--- src/rtl/sram_mem_responder.sv ---
// Memory-stage load/store responder driving a fixed-latency asynchronous SRAM.
// Optional address fault detection is enabled by defining MEM_RANGE_CHECK_EN.
module sram_mem_responder #(
  parameter int unsigned DATA_W      = 32,
  parameter int unsigned SRAM_ADDR_W = 16,
  parameter int unsigned BASE_ADDR   = 1024,
  parameter int unsigned WAIT_CYCLES = 5
) (
  input  logic                   clk,
  input  logic                   rst_n,
  input  logic                   mem_read,
  input  logic                   mem_write,
  input  logic [31:0]            addr,
  input  logic [DATA_W-1:0]      st_val,
  output logic                   ready,
  output logic [DATA_W-1:0]      rd_data,
  output logic                   err,
  output logic [SRAM_ADDR_W-1:0] sram_addr,
  output logic [DATA_W-1:0]      sram_dq_out,
  output logic                   sram_dq_oe,
  input  logic [DATA_W-1:0]      sram_dq_in,
  output logic                   sram_we_n
);

  typedef enum logic [1:0] {IDLE, ACCESS, DONE} state_e;

  localparam int unsigned CNT_W = (WAIT_CYCLES > 1) ? $clog2(WAIT_CYCLES) : 1;
  localparam logic [CNT_W-1:0] CNT_LAST = CNT_W'(WAIT_CYCLES - 1);

  state_e                 state_q, state_d;
  logic [CNT_W-1:0]       cnt_q, cnt_d;
  logic                   is_wr_q, is_wr_d;
  logic [DATA_W-1:0]      rd_data_q, rd_data_d;
  logic [SRAM_ADDR_W-1:0] sram_addr_q, sram_addr_d;
  logic [DATA_W-1:0]      dq_out_q, dq_out_d;
  logic                   dq_oe_q, dq_oe_d;
  logic                   we_n_q, we_n_d;
  logic                   req;
  logic                   fault;
  logic [31:0]            diff;
  logic                   unused_diff;

  assign req  = mem_read | mem_write;
  assign diff = addr - BASE_ADDR;
  assign unused_diff = ^{diff[31:SRAM_ADDR_W+2], diff[1:0]};

`ifdef MEM_RANGE_CHECK_EN
  localparam logic [32:0] ADDR_LIMIT = 33'(BASE_ADDR) + (33'd4 << SRAM_ADDR_W);
  logic err_q, err_d;

  // Compare in 33 bits so the upper bound cannot wrap.
  assign fault = ({1'b0, addr} < 33'(BASE_ADDR)) || ({1'b0, addr} >= ADDR_LIMIT) ||
                 (addr[1:0] != 2'b00);
  assign err   = err_q;
`else
  assign fault = 1'b0;
  assign err   = 1'b0;
`endif

  always_comb begin
    state_d     = state_q;
    cnt_d       = cnt_q;
    is_wr_d     = is_wr_q;
    rd_data_d   = rd_data_q;
    sram_addr_d = sram_addr_q;
    dq_out_d    = dq_out_q;
    dq_oe_d     = dq_oe_q;
    we_n_d      = we_n_q;
`ifdef MEM_RANGE_CHECK_EN
    err_d       = 1'b0;
`endif
    case (state_q)
      IDLE: begin
        if (req) begin
          is_wr_d = mem_write;
          if (fault) begin
            state_d = DONE;
            if (!mem_write) rd_data_d = '0;
`ifdef MEM_RANGE_CHECK_EN
            err_d   = 1'b1;
`endif
          end else begin
            state_d     = ACCESS;
            cnt_d       = '0;
            sram_addr_d = diff[SRAM_ADDR_W+1:2];
            dq_out_d    = st_val;
            we_n_d      = ~mem_write;
            dq_oe_d     = mem_write;
          end
        end
      end
      ACCESS: begin
        if (cnt_q == CNT_LAST) begin
          state_d = DONE;
          we_n_d  = 1'b1;
          dq_oe_d = 1'b0;
          if (!is_wr_q) rd_data_d = sram_dq_in;
        end else begin
          cnt_d = cnt_q + CNT_W'(1);
        end
      end
      DONE:    state_d = IDLE;
      default: state_d = IDLE;
    endcase
  end

  always_ff @(posedge clk or negedge rst_n) begin
    if (!rst_n) begin
      state_q     <= IDLE;
      cnt_q       <= '0;
      is_wr_q     <= 1'b0;
      rd_data_q   <= '0;
      sram_addr_q <= '0;
      dq_out_q    <= '0;
      dq_oe_q     <= 1'b0;
      we_n_q      <= 1'b1;
`ifdef MEM_RANGE_CHECK_EN
      err_q       <= 1'b0;
`endif
    end else begin
      state_q     <= state_d;
      cnt_q       <= cnt_d;
      is_wr_q     <= is_wr_d;
      rd_data_q   <= rd_data_d;
      sram_addr_q <= sram_addr_d;
      dq_out_q    <= dq_out_d;
      dq_oe_q     <= dq_oe_d;
      we_n_q      <= we_n_d;
`ifdef MEM_RANGE_CHECK_EN
      err_q       <= err_d;
`endif
    end
  end

  assign ready       = ((state_q == IDLE) && !req) || (state_q == DONE);
  assign rd_data     = rd_data_q;
  assign sram_addr   = sram_addr_q;
  assign sram_dq_out = dq_out_q;
  assign sram_dq_oe  = dq_oe_q;
  assign sram_we_n   = we_n_q;

endmodule

--- config.mk ---
export PLATFORM = sky130hd
export DESIGN_NAME = sram_mem_responder
export DESIGN_NICKNAME = d
export VERILOG_FILES = /design/src/rtl/sram_mem_responder.sv
export SDC_FILE = /design/constraint.sdc
export NUM_CORES = 1
export LEC_CHECK = 0
export CORE_MARGIN = 2
export CORE_UTILIZATION = 39
export DETAILED_ROUTE_END_ITERATION = 12
export PLACE_DENSITY = 0.8
export SLEW_MARGIN = 10
export SYNTH_ARGS = -nofsm -noshare
export SYNTH_HDL_FRONTEND = slang
export SYNTH_SLANG_ARGS = --single-unit
--- constraint.sdc ---
create_clock -name clk -period 1.9 [get_ports clk]
set_clock_uncertainty 0.05 [all_clocks]
set_input_delay 0.19 -clock clk [delete_from_list [all_inputs] [get_ports clk]]
set_output_delay 0.19 -clock clk [all_outputs]
set_load 0.05 [all_outputs]
==> qor.csv <==
stage,metric,value,unit
outcome,status,completed,
sta,setup_viol,0,
clocking,cts-htree-levels,3,
synth,synthCells,236,
layout,antennaDiodeCount,0,
synth,synth_seq_cells,88,
synth,synth.cell_area,0.00349,mm²
layout,layout.nets,516,
worst_setup_path,cp-start-kind,flip-flop,
route,via_per_inst,4.81,
min_path,min_path_type,in2async,
worst_setup_path,critPathMaxStageDelay,810,ps
synth,ys_seq_area_frac,0.631,
placement,dp_cells,509,
worst_setup_path,crit_path_top_delay_cell,clkdlybuf4s50_1,
grt,grt_max_degree,43,
synth,yosysMostFrequentCell,dfrtp_1,
worst_setup_path,arrival,1540,ps
sta,fmax,562,MHz
grt,grt_overflow,0,
sta,max_slew_margin,0.641,
power_and_ir_drop,p_leak,2.31,nW
power_and_ir_drop,power,11.4,mW
clocking,numCtsBuffers,9,
layout,area_growth,59.5,%
route,remaining_drc_errors,0,
sta,hold_viol_final,0,
grt,antenna_found_initial,0,
worst_setup_path,critPathBufInv,1,
synth,synthXorXnorAreaFrac,0.00502,
route,drt-initial-drc-count,38,
clocking,worst_skew_pair.late_latency,340,ps
grt,grtUsageTotal,0.165,
clocking,cts_tree,built,
synth,avgSynthCellArea,14.8,µm²
clocking,clockBufferDepth,2,
synth,synth_compound_area_frac,0.0373,
synth,synth_top_area_frac,0.624,
synth,synth_edf_count,0,
clocking,ctsResizeCount,0,
layout,stdcell_count,525,
synth,synth_common_cells,"dfrtp_1, mux2_2, a21oi_1, inv_1, nor2_1",
route,vias,2526,
clocking,cts.clk_slew.worst_paths,90,ps
synth,synth_adder_area_share,0.0108,
power_and_ir_drop,max-vdd-ir-drop,0.956,mV
worst_setup_path,rrSetupSlack,170,ps
floorplanning,core,0.00872,mm²
synth,synthMuxAreaShare,0.242,
worst_setup_path,crit_type,reg2out,
route,wirelength,7760,µm
floorplanning,start_util,0.400,
synth,synth-simple-area-share,0.0480,
sta,drv_slew,0,
sta,period_share,0.937,
power_and_ir_drop,power_density,2040,mW/mm²
layout,layout-drive-gt1-share,0.247,
placement,dp_hpwl,6010,µm
clocking,cts.sinks,88,
synth,yosysUniqueCellTypes,32,
route,wl_per_cell,14.8,µm
sta,rsz0062_at_grt,false,
worst_setup_path,critical_path_peak_fanout,3,
synth,async_reset_ff_frac,1.00,
route,dr.pass1.iters,4,
job,maxCapViolations,0,
floorplanning,die_area,0.00972,mm²
worst_setup_path,critPathRequiredTime,1660,ps
sta,worstMarginPinSlew,537,ps
sta,fin_crit,1780,ps
placement,gp_congestion,0.813,
sta,setup_tns,0,ps
worst_setup_path,end_kind,output port,
floorplanning,die_h,98.6,µm
grt,grt_pass1_vias,2684,
floorplanning,ios,184,
grt,grt_pass1_wl,12800,µm
clocking,post-cts-setup-buffers,0,
worst_setup_path,cp_top_family,buffers and inverters,
synth,synth_warnings,0,
synth,synth_nets,339,
worst_setup_path,path_cells,clkdlybuf4s50_1,
placement,portBuffers,166,
synth,synth_area_leaders,"dfrtp_1, mux2_2, a21oi_1",
synth,synth_top_family_by_area,multiplexers,
synth,yosys_most_used_dff,dfrtp_1,
route,ant_nets,0,
clocking,cts-root-buf,clkbuf_8,
floorplanning,rows,34,
synth,yosysTopAreaCell,dfrtp_1,
floorplanning,die_w,98.6,µm
-- worst paths after layout --
kind                            depth (start not counted)                          end                   start
max in group asynchronous                               3  sram_dq_out[22]$_DFFE_PN0P_                   rst_n
min in group clk                                        2      rd_data[21]$_DFFE_PN0P_          sram_dq_in[21]
worst max-delay path                                    1                   sram_dq_oe  sram_dq_oe$_DFFE_PN0P_
worst min-delay path                                    2       sram_dq_oe$_DFFE_PN0P_                   rst_n
worst max register to register                          6      rd_data[29]$_DFFE_PN0P_    cnt_q[0]$_DFFE_PN0P_
worst min register to register                          1       rd_data[6]$_DFFE_PN0P_  rd_data[6]$_DFFE_PN0P_
-- metrics by stage --
step | cell area (µm²) | worst slack (ps) | utilization | hold WS [ps]
6_report | 5570 | 120 | 0.638 | 311
5_1_grt | 5570 | 49.0 | 0.638 | 353
4_1_cts | 5570 | 94.2 | 0.638 | 309
3_5_place_dp | 5360 | 100 | 0.615 | 162
3_3_place_gp | 5360 | 107 | 0.615 | 155
2_1_floorplan | 3490 | 180 | - | -156
-- placed cells by master (no fill, tap or decap), types with 5 or more instances in the layout --
cell | synthesis | routed
nor2_1 | 7 | 7
mux2_2 | 70 | 70
inv_1 | 7 | 7
a21oi_1 | 9 | 9
clkbuf_8 | 0 | 10
buf_12 | 0 | 5
clkdlybuf4s50_1 | 0 | 163
buf_4 | 5 | 7
dfrtp_1 | 87 | 87
-- sequential cells by signal, indices dropped and copies added (netlist names) --
signal       flops
state_q          2
is_wr_q          1
rd_data         32
sram_dq_oe       1
sram_we_n        1
cnt_q            3
sram_addr       16
sram_dq_out     32
-- layer usage --
metal | share of wire | vias to the layer above | wire length, µm | global-route usage
met5 | 0 | - | 0 | 0
met4 | 0.023 | 0 | 180 | 0.0685
met3 | 0.081 | 14 | 629 | 0.0546
met2 | 0.50 | 108 | 3840 | 0.278
met1 | 0.40 | 1222 | 3110 | 0.195
li1 | - | 1182 | - | -
-- logic make-up after synthesis --
| logic type | after synthesis |
|---|---|
| DFF | 88 |
| buffers and inverters | 17 |
| and+or+nand+nor | 28 |
| AOI/OAI and AO/OA | 22 |
| muxes | 75 |
| xor gates and xnor gates | 2 |
| other | 1 |
| adders and majority gates | 3 |
-- area by class of cell --
class / count / area (µm²)
fillers: 650 / 3150
flip-flops and latches: 88 / 2200
repair buffers: 176 / 1790
multi-input cells: 131 / 1210
clock buffers: 10 / 138
well taps: 108 / 135
clock inverters: 5 / 57.6
inverters: 7 / 26.3
-- power breakdown --
| part | switching, mW | internal [mW] |
|---|---|---|
| combinational | 4.22 | 2.60 |
| sequential | 0.475 | 2.81 |
| clock | 0.621 | 0.633 |
-- repair_timing --
item | 4_1_cts | 5_1_grt
endpoints found under the setup margin | 0 | 0
endpoints found under the hold margin | 39 | 0
hold buffers | 1 | 0
Note: power is estimated with default switching activity, not from simulation.
